File: config.mk
export PLATFORM = sky130hd
export DESIGN_NAME = fb_swap_ctrl
export DESIGN_NICKNAME = d
export VERILOG_FILES = /design/src/rtl/gpu_pkg.sv /design/src/rtl/fb_clear_sweep.sv /design/src/rtl/fb_swap_ctrl.sv
export SDC_FILE = /design/constraint.sdc
export NUM_CORES = 1
export LEC_CHECK = 0
export BUFFER_PORTS_ARGS = -buffer_cell sky130_fd_sc_hd__buf_2
export CAP_MARGIN = 10
export CORE_UTILIZATION = 40
export DETAILED_ROUTE_END_ITERATION = 6
export PLACE_DENSITY = 0.77
export SLEW_MARGIN = 20
export SYNTH_ARGS = -nofsm -noshare
export SYNTH_HDL_FRONTEND = slang
export SYNTH_HIERARCHICAL = 1
export SYNTH_SLANG_ARGS = --single-unit
File: constraint.sdc
create_clock -name clk -period 2.4 [get_ports clk]
set_input_delay 0.48 -clock clk [delete_from_list [all_inputs] [get_ports clk]]
set_output_delay 0.48 -clock clk [all_outputs]
set_load 0.05 [all_outputs]
File: src/rtl/gpu_pkg.sv
// Shared GPU framebuffer types and geometry constants.
// Region size is the VGA frame split evenly across the PPU cores.
package gpu_pkg;

  localparam int VGA_WIDTH       = 800;
  localparam int VGA_HEIGHT      = 600;
  localparam int GPU_CORES_COUNT = 10;
  localparam int FB_REGION_SIZE  = (VGA_WIDTH * VGA_HEIGHT) / GPU_CORES_COUNT;

  typedef enum logic [2:0] {
    START,
    RENDER,
    WAIT_SWAP,
    SWAP,
    CLEAR
  } fb_state_t;

endpackage

File: src/rtl/fb_clear_sweep.sv
// Back-bank clear sweep: after a go pulse, writes addresses 0..REGION_SIZE-1 on consecutive cycles.
// done is high in the cycle carrying the last address, so the caller can leave on that edge.
module fb_clear_sweep #(
  parameter int ADDR_W      = 32,
  parameter int REGION_SIZE = 48000
) (
  input  logic              clk,
  input  logic              rst,
  input  logic              go,
  output logic              clr_we,
  output logic [ADDR_W-1:0] clr_addr,
  output logic              done
);

  localparam logic [ADDR_W-1:0] LAST_ADDR = ADDR_W'(REGION_SIZE - 1);

  assign done = clr_we && (clr_addr == LAST_ADDR);

  always_ff @(posedge clk) begin
    if (rst) begin
      clr_we   <= 1'b0;
      clr_addr <= '0;
    end else if (go) begin
      clr_we   <= 1'b1;
      clr_addr <= '0;
    end else if (clr_we) begin
      if (done) begin
        clr_we   <= 1'b0;
        clr_addr <= '0;
      end else begin
        clr_addr <= clr_addr + ADDR_W'(1);
      end
    end
  end

endmodule

File: src/rtl/fb_swap_ctrl.sv
// Double-buffer scheduler: gathers per-core done, swaps banks on frame_end, restarts rendering.
// FB_CLEAR_EN adds a back-bank clear sweep between the swap and the next render_start.
module fb_swap_ctrl import gpu_pkg::*; #(
  parameter int CORES_COUNT   = GPU_CORES_COUNT,
  parameter int BUFFER_ADDR_W = 32,
  parameter int COLOR_WIDTH   = 16,
  parameter int REGION_SIZE   = FB_REGION_SIZE,
  parameter int CLEAR_COLOR   = 0
) (
  input  logic                     clk,
  input  logic                     rst,
  input  logic [CORES_COUNT-1:0]   core_done,
  input  logic                     frame_end,
  output logic                     front_sel,
  output logic                     back_sel,
  output logic                     render_start,
  output logic                     clr_we,
  output logic [BUFFER_ADDR_W-1:0] clr_addr,
  output logic [COLOR_WIDTH-1:0]   clr_wdata,
  output logic [15:0]              repeat_count,
  output logic [15:0]              frame_count
);

  if (REGION_SIZE < 1 || $clog2(REGION_SIZE) > BUFFER_ADDR_W) begin : g_bad_region
    $error("fb_swap_ctrl: REGION_SIZE does not fit BUFFER_ADDR_W");
  end
  if ((CLEAR_COLOR >> COLOR_WIDTH) != 0) begin : g_bad_color
    $error("fb_swap_ctrl: CLEAR_COLOR does not fit COLOR_WIDTH");
  end

  fb_state_t              state, state_nxt;
  logic [CORES_COUNT-1:0] done_mask, done_mask_nxt;
  logic                   swap, rep_inc, sweep_go, sweep_done;

  assign back_sel = ~front_sel;

`ifdef FB_CLEAR_EN
  fb_clear_sweep #(
    .ADDR_W      (BUFFER_ADDR_W),
    .REGION_SIZE (REGION_SIZE)
  ) u_clear_sweep (
    .clk      (clk),
    .rst      (rst),
    .go       (sweep_go),
    .clr_we   (clr_we),
    .clr_addr (clr_addr),
    .done     (sweep_done)
  );
  assign clr_wdata = COLOR_WIDTH'(CLEAR_COLOR);
`else
  assign sweep_done = 1'b0;
  assign clr_we     = 1'b0;
  assign clr_addr   = '0;
  assign clr_wdata  = '0;
`endif

  always_comb begin
    state_nxt     = state;
    done_mask_nxt = done_mask;
    swap          = 1'b0;
    rep_inc       = 1'b0;
    sweep_go      = 1'b0;
    case (state)
      // After reset START lingers one cycle so the pulse still lands in START.
      START: begin
        done_mask_nxt = '0;
        rep_inc       = frame_end;
        if (render_start) state_nxt = RENDER;
      end
      RENDER: begin
        done_mask_nxt = done_mask | core_done;
        if (&(done_mask | core_done)) begin
          if (frame_end) begin
            state_nxt = SWAP;
            swap      = 1'b1;
          end else begin
            state_nxt = WAIT_SWAP;
          end
        end else begin
          rep_inc = frame_end;
        end
      end
      WAIT_SWAP: begin
        if (frame_end) begin
          state_nxt = SWAP;
          swap      = 1'b1;
        end
      end
      SWAP: begin
        rep_inc = frame_end;
`ifdef FB_CLEAR_EN
        sweep_go  = 1'b1;
        state_nxt = CLEAR;
`else
        state_nxt = START;
`endif
      end
`ifdef FB_CLEAR_EN
      CLEAR: begin
        rep_inc = frame_end;
        if (sweep_done) state_nxt = START;
      end
`endif
      default: state_nxt = START;
    endcase
  end

  always_ff @(posedge clk) begin
    if (rst) begin
      state        <= START;
      done_mask    <= '0;
      render_start <= 1'b0;
      front_sel    <= 1'b0;
      frame_count  <= 16'd0;
      repeat_count <= 16'd0;
    end else begin
      state        <= state_nxt;
      done_mask    <= done_mask_nxt;
      render_start <= (state_nxt == START);
      if (swap) begin
        front_sel   <= ~front_sel;
        frame_count <= frame_count + 16'd1;
      end
      if (rep_inc && repeat_count != 16'hFFFF) repeat_count <= repeat_count + 16'd1;
    end
  end

endmodule

# After elaboration in Yosys (flattened, before gate mapping)
# Index checks and enable logic that the tools add are counted.
[totals]
ff_bits = 47
inputBits = 13
output_inout_bits = 84
word_cells = 31
[classes]
addsub = 2
n_eq_ne = 4
mux = 11
bitwise_logic = 2
n_reduce_logical = 6
[ops]
columns = ["cell", "n"]
rows = [
  ["$add A16 B1 Y16 const B", 2],
  ["$pmux W10 S2", 1],
  ["$ne A16 B16 Y1 const B", 1],
  ["$or A10 B10 Y10", 1],
  ["$reduce_and A10 Y1", 1],
  ["$mux W3", 3],
  ["$pmux W3 S3", 1],
  ["$eq A3 B2 Y1 const B", 2],
  ["$logic_not A3 Y1", 2],
  ["$mux W1", 4],
  ["$pmux W1 S2", 2],
  ["$eq A3 B1 Y1 const B", 1],
  ["$reduce_bool A2 Y1", 1],
  ["$reduce_or A2 Y1", 1],
  ["$logic_and A1 B1 Y1", 1],
  ["$not A1 Y1", 1],
]

# Depth between registers and ports, before layout
# Gate-level depths: netlist (run 1).
[logic_depth]
ltp_word = 5
depth_mapped = 8
mapped_depth_nobuf = 6

# Worst setup path before layout (run 1)
# Ideal clock, no wire load.
[synth_path]
path_type = "reg-to-reg"
start = "reg repeat_count[0]"
end = "reg repeat_count[10]"
setup_time_ns = 0.123
arrival_ns = 2.270
t_required_ns = 2.277
slack_ns = 0.007
stages_incl_launch_ff = 7
path_buffers = 0
synth_period_minus_slack_ns = 2.393
path_cell_list = "dfxtp_1 ha_1 nand3_1 or4b_1 a211oi_2 nand3_1 mux2_1"
[synth_via]
elab_chain_len = 2
elab_cells_between_ends = 3
cone_classes = "add/sub (1); eq/ne (1); reduce/logical (1)"
[synth_lines]
columns = ["item", "line", "rtl"]
rows = [
  ["from (decl)", "fb_swap_ctrl.sv:20", "output logic [15:0] repeat_count,"],
  ["from (signal assigned)", "fb_swap_ctrl.sv:124", "if (rep_inc && repeat_count != 16'hFFFF) repeat_count <= repeat_count + 16'd1;"],
  ["branches (longest 2 deep; another with $add A16 B1 Y16)", "n/a", ""],
]
# Several ways; the timed one is not identified.
# A chain may end at the register's enable or synchronous reset.

# Worst setup path after layout (run 1)
[layout_path]
start = "reg done_mask[2]"
end = "reg frame_count[7]"
[layout_via]
elab_chain_len = 4
[layout_lines]
columns = ["item", "line", "rtl"]
rows = [
  ["from (decl)", "fb_swap_ctrl.sv:32", "logic [CORES_COUNT-1:0] done_mask, done_mask_nxt;"],
  ["from (signal assigned)", "fb_swap_ctrl.sv:118", "done_mask <= done_mask_nxt;"],
  ["$or A10 B10 Y10", "fb_swap_ctrl.sv:72", "if (&(done_mask | core_done)) begin"],
  ["$reduce_and A10 Y1", "fb_swap_ctrl.sv:72", ""],
  ["$mux W1", "fb_swap_ctrl.sv:72", ""],
  ["$pmux W1 S2", "fb_swap_ctrl.sv:63", "case (state)"],
  ["to (signal assigned)", "fb_swap_ctrl.sv:122", "frame_count <= frame_count + 16'd1;"],
  ["to (decl)", "fb_swap_ctrl.sv:21", "output logic [15:0] frame_count"],
]
# No other way between the ends.

==> impl_metrics.csv, run 1 <==
group,metric,value,unit
sta,finalWorstPathRequiredPeriod,2.11,ns
global_route,grt_pass1_wl,8070,um
cts,cts_made_buffers,5,
sta,rsz0062_at_grt,"false",
sta,finalSetupTns,0,ns
critical_path,cp-startpoint,"done_mask[2]",
route,dr.pass1.iters,4,
synth,synth-edff-count,0,
cts,clkLatencyLatePin,0.30,ns
die,initial_core_util,0.422,
global_route,grt_max_degree,32,
route,wl,5010,um
cts,cts_tree,"done",
power,power_density,564,nW/um^2
die,fp.dieH,81.7,um
outcome,status,"complete, no violations",
synth,synth_cell_types,45,
cells_and_area,drive_gt1_frac,0.204,
sta,worst_pin_slew,0.601,ns
placed_design,dp_worst_setup_slack,0.0740,ns
cells_and_area,diodes,0,
synth,yosysSeqAreaShare,0.370,
route,drt_iter0_drc,71,
sta,relSlewSlack,0.598,
cts,cts_max_path_buffers,2,
critical_path,start_kind,"register",
placed_design,dpl.hpwl,3640,um
critical_path,reg2regPathDepth,6,
placed_design,dp_cells,420,
synth,syn_area,2540,um^2
synth,netlist_instances,305,
route,route.detailed.drc,0,
sta,finalSetupViolations,0,
placed_design,routabilityCongestion,0.754,
synth,avgSynthCellArea,8.34,um^2
critical_path,reg2reg_from,"done_mask[2]",
cells_and_area,instances_no_fill,428,
placed_design,port_buffers,47,
critical_path,worst-r2r-setup-slack,0.29,ns
power,p_leak,1.17,nW
die,row_count,28,
sta,fin_ws,0.287,ns
synth,ys_async_sr_fraction,0,
cts,cts_resized,0,
cts,clock_sinks,47,
flow_run,drv_cap,0,
critical_path,crit_path_end_kind,"register",
cells_and_area,fin_nets,367,
cts,clk_pin_slew,0.09,ns
cells_and_area,final_area,2790,um^2
global_route,grt_overflow,0,
global_route,antenna_found_initial,0,
cells_and_area,area_delta_synth_final,9.74,%
sta,maxSlewViolCount,0,
die,core-area,6030,um^2
sta,fin_skew,0.0102,ns
critical_path,arrival,2.35,ns
power,irDropWorstVdd,0.000310,V
sta,hold_viol,0,
synth,ys_warn_count,6,
die,io_pins,97,
route,vias_per_cell,5.20,
critical_path,path_max_fanout,31,
critical_path,worstPathRequired,2.63,ns
critical_path,criticalPathCategory,"register to register",
route,antenna_left,0,
global_route,grt_pass1_vias,1853,
hold_path,hp-class,"input pin to register",
die,die_w,81.7,um
cts,htree_levels,2,
global_route,grt_usage,0.153,
cts,ctsRootBufferMaster,"clkbuf_8",
cells_and_area,fill_cells,588,
route,num_vias,2227,
cts,holdBufCountCts,0,
cells_and_area,post-route-util,0.463,
critical_path,cp-endpoint,"frame_count[7]",
synth,synth_seq_cells,47,
sta,fmax,473,MHz
sta,period_share,0.880,
route,wire_per_inst,11.7,um
die,die-area,6680,um^2
critical_path,r2r_end,"frame_count[7]",
synth,ys.flop_type,"dfxtp_1",
cts,post-cts-setup-buffers,0,
placed_design,dpl-instance-area,2690,um^2
## synth_stat cells (2+ instances only)
cell	number	area share
buf_4	49	0.14
dfxtp_1	47	0.37
a21oi_1	36	0.071
nor2_1	28	0.041
nand3_1	14	0.028
o21ai_0	11	0.022
or3_1	10	0.025
clkbuf_1	9	0.013
nand4_1	9	0.022
nor2b_1	8	0.020
o31ai_1	8	0.024
or4_1	8	0.024
and3_1	5	0.012
nand2_1	5	0.0074
nand2b_1	5	0.012
inv_1	4	0.0059
nor3_1	4	0.0079
o22ai_1	4	0.0098
mux2_2	3	0.013
or4b_1	3	0.012
a31o_1	2	0.0069
and2_1	2	0.0049
and4_1	2	0.0069
buf_2	2	0.0039
ha_1	2	0.0098
mux2_1	2	0.0089
nor4_1	2	0.0049
o41ai_1	2	0.0069
or2_2	2	0.0049
xnor2_1	2	0.0069
## critical path, cell delays in order, from the launching register on
cell	delay (ns)
dfxtp_1	0.35
o22ai_1	0.13
nor4_4	0.49
a31oi_2	0.14
buf_4	0.25
or4_1	0.54
a21oi_1	0.16
## sequential cells by signal, summed over array words and instances, names as in the netlist
signal and cells:
state 3, front_sel 1, done_mask 10, render_start 1
repeat_count 16, frame_count 16
## where the power goes
part	switching, W	internal (W)	leakage, nW
Combinational	0.000219	0.0000288	0.735
Sequential	0.00000919	0.000791	0.381
Clock	0.000262	0.000262	0.0505
## how the worst min path moves through the flow
stage | from | endpoint | depth (start not counted)
final | core_done[3] | done_mask[3] | 3
after global routing | core_done[3] | done_mask[3] | 3
after CTS | core_done[3] | done_mask[3] | 3
after detailed placement | done_mask[3] | done_mask[3] | 2
after global placement | done_mask[2] | done_mask[2] | 2
after floorplan | done_mask[1] | done_mask[1] | 2
## layout make-up
cell class / instances / area (um^2) / share of cell area
well taps: 75 / 93.8 / 0.0336
flip-flops and latches: 47 / 941 / 0.337
clock buffers: 7 / 96.3 / 0.0345
inverters: 4 / 15.0 / 0.00538
multi-input cells: 241 / 1360 / 0.486
repair buffers: 53 / 280 / 0.100
clock inverters: 1 / 7.51 / 0.00269
## cells in the final DEF (no fill, tap or decap), types with 5 or more instances in the layout
master	Yosys	layout
nand3_1	14	14
clkbuf_8	0	7
or3_1	10	10
nor2_1	28	28
buf_4	49	6
conb_1	1	50
buf_2	2	47
dfxtp_1	47	47
o31ai_1	8	8
and3_1	5	5
o21ai_0	11	11
nand2b_1	5	5
nand2_1	5	5
a21oi_1	36	36
nand4_1	9	9
nor2b_1	8	8
or4_1	8	8
## kinds of logic after synthesis
logic type	share of synthesized area
compound gates	0.164
xor+xnor	0.0103
fa+ha+maj	0.00984
buf+inv	0.171
flops	0.370
mux	0.0261
other cells	0.00147
simple gates	0.247
## per-layer routing
layer,track usage,routed length (um)
met2,0.257,2400
met1,0.190,2260
met3,0.0378,269
met5,0,0
met4,0.0491,82
## per-stage QoR
stage               hold WS [ns]  total power [W]
floorplan                  0.437          0.00110
global route               0.427          0.00165
finish                     0.426          0.00157
global placement           0.447          0.00106
detailed placement         0.461          0.00107
CTS                        0.420          0.00159
(Power assumes the default switching activity.)
==> inputs of run 2 (changes only) <==
Settings changed: REMOVE_ABC_BUFFERS set to 1.
==> run 2 against run 1 <==
  * Via count is 0.36% lower
  * First-iteration DRC count is 14% higher
  * Cell count is 0.23% higher
  * Design area is 1.0% higher
  * Total power is 3.8% higher
  * Combinational power is 2% higher
  * Sequential share of layout area is 0.34 points lower
  * Non-clock buffer count is 1 higher
  * Sequential power hardly changed
  * Critical path type unchanged
  * Critical endpoint is now repeat_count[6]
  * Largest power group unchanged
==> impl_metrics.csv, run 2 (synthesis gave the netlist of run 1 again) <==
group,metric,value,unit
cells_and_area,largestRegisters,"frame_count: 16 flops, repeat_count: 16 flops, done_mask: 10 flops",
route,wire_per_inst,12.1,um
cts,cts_resized,0,
critical_path,crit_path_top_delay_cell,"mux2_2",
die,io_pins,97,
cells_and_area,diodes,0,
power,power_density,579,nW/um^2
power,p_leak,1.19,nW
cells_and_area,final_common_cell,"conb_1",
sta,fmax,497,MHz
critical_path,slowest_delay,0.38,ns
route,num_vias,2219,
critical_path,critPathBufInv,1,
global_route,grt_pass1_vias,2026,
global_route,grt_pass1_wl,8710,um
cts,clkLatencyLatePin,0.30,ns
hold_path,hp-class,"input pin to register",
placed_design,routabilityCongestion,0.746,
global_route,grt_max_degree,32,
placed_design,port_buffers,47,
sta,worst_pin_slew,0.603,ns
die,die_w,81.7,um
route,met2_length,2540,um
sta,maxSlewViolCount,0,
cts,htree_levels,2,
cells_and_area,fill_cells,607,
cells_and_area,area_delta_synth_final,10.9,%
placed_design,dpl.hpwl,3840,um
critical_path,criticalPathCategory,"register to register",
cts,ctsRootBufferMaster,"clkbuf_8",
critical_path,path_max_fanout,9,
critical_path,crit_path_end_kind,"register",
route,vias_per_cell,5.17,
sta,finalSetupViolations,0,
critical_path,worstPathRequired,2.59,ns
sta,hold_viol,0,
sta,rsz0062_at_grt,"false",
flow_run,drv_cap,0,
route,wl_met3,243,um
cells_and_area,post-route-util,0.468,
route,route.detailed.drc,0,
global_route,grt_usage,0.165,
critical_path,arrival,2.20,ns
sta,finalWorstPathRequiredPeriod,2.01,ns
cts,cts_tree,"done",
placed_design,dp_worst_setup_slack,0.213,ns
sta,relSlewSlack,0.596,
cells_and_area,fin_nets,368,
cts,holdBufCountCts,0,
critical_path,crit_chain,"ha_1 -> nand3_1 -> nor4_1 -> buf_4 -> nand3b_1 -> nor4_1 -> mux2_2",
route,dr.pass1.iters,4,
global_route,antenna_found_initial,0,
route,drt_iter0_drc,81,
cells_and_area,final_cell_mix,"conb_1 (50), dfxtp_1 (47), buf_2 (47), a21oi_1 (36), nor2_1 (28)",
cells_and_area,multi_input_area,1360,um^2
cts,post-cts-setup-buffers,0,
route,dr.max_layer_used,"met4",
critical_path,crit_top_cell,"nor4_1",
cts,cts_made_buffers,5,
critical_path,critical-path-top-delay-family,"simple AND/OR/NAND/NOR gates",
die,fp.dieH,81.7,um
cts,cts_max_path_buffers,2,
outcome,status,"complete, no violations",
power,irDropWorstVdd,0.000280,V
route,wl,5180,um
die,core-area,6030,um^2
sta,fin_skew,0.00939,ns
cells_and_area,drive_gt1_frac,0.206,
global_route,grt_overflow,0,
die,row_count,28,
route,antenna_left,0,
die,initial_core_util,0.422,
cells_and_area,regArea,941,um^2
cts,clock_sinks,47,
critical_path,start_kind,"register",
die,die-area,6680,um^2
route,wl_met1,2310,um
sta,period_share,0.838,
sta,fin_ws,0.389,ns
cts,clk_pin_slew,0.09,ns
-- run 2: changes by cell type in the layout (fill, tap and decap cells not counted), sizes merged --
cell	before	now
clkinv	0	2
buf	53	54
clkinvlp	1	0
bufinv	0	1
clkbuf	7	5
-- run 2: tightest hold or removal path, delay by kind of cell --
family	cells	cell delay, ns
simple gates	1	0.07
compound gates	1	0.06
buf+inv	1	0.09
-- run 2: final timing paths --
check / cells past startpoint / slack (ns) / from / endpoint
setup / recovery: 7 / 0.39 / repeat_count[0] / repeat_count[6]
hold / removal: 3 / 0.42 / core_done[9] / done_mask[9]
setup reg to reg: 7 / 0.39 / repeat_count[0] / repeat_count[6]
hold reg to reg: 2 / 0.48 / done_mask[6] / done_mask[6]
-- run 2: final cells by class --
class / count / area share
sequential: 47 / 0.334
tap: 75 / 0.0333
timing repair buffer: 54 / 0.106
clock buffer: 5 / 0.0244
multi-input combinational: 241 / 0.481
clock inverter: 3 / 0.0155
inverter: 4 / 0.00532
-- run 2: power breakdown --
group	total (W)	internal [W]	switching (W)	leakage, nW
registers	0.000801	0.000791	0.00000915	0.381
logic	0.000252	0.0000302	0.000222	0.747
clock network	0.000581	0.000310	0.000270	0.0581
total	0.00163	0.00113	0.000501	1.19
-- run 2: metal layers --
layer | up-vias | global-route usage
met5 | - | 0
met2 | 67 | 0.287
met1 | 1046 | 0.192
met3 | 9 | 0.0400
met4 | 0 | 0.0649
li1 | 1097 | -
-- run 2: through the flow --
step	setup TNS, ns	hold WS [ns]	instances	area, um^2	total power [W]
2_1_floorplan	-0.00126	0.437	292	2310	0.00103
3_3_place_gp	0	0.448	421	2710	0.00106
3_5_place_dp	0	0.461	421	2710	0.00107
4_1_cts	0	0.418	429	2820	0.00165
5_1_grt	0	0.415	429	2820	0.00170
6_report	0	0.421	429	2820	0.00163
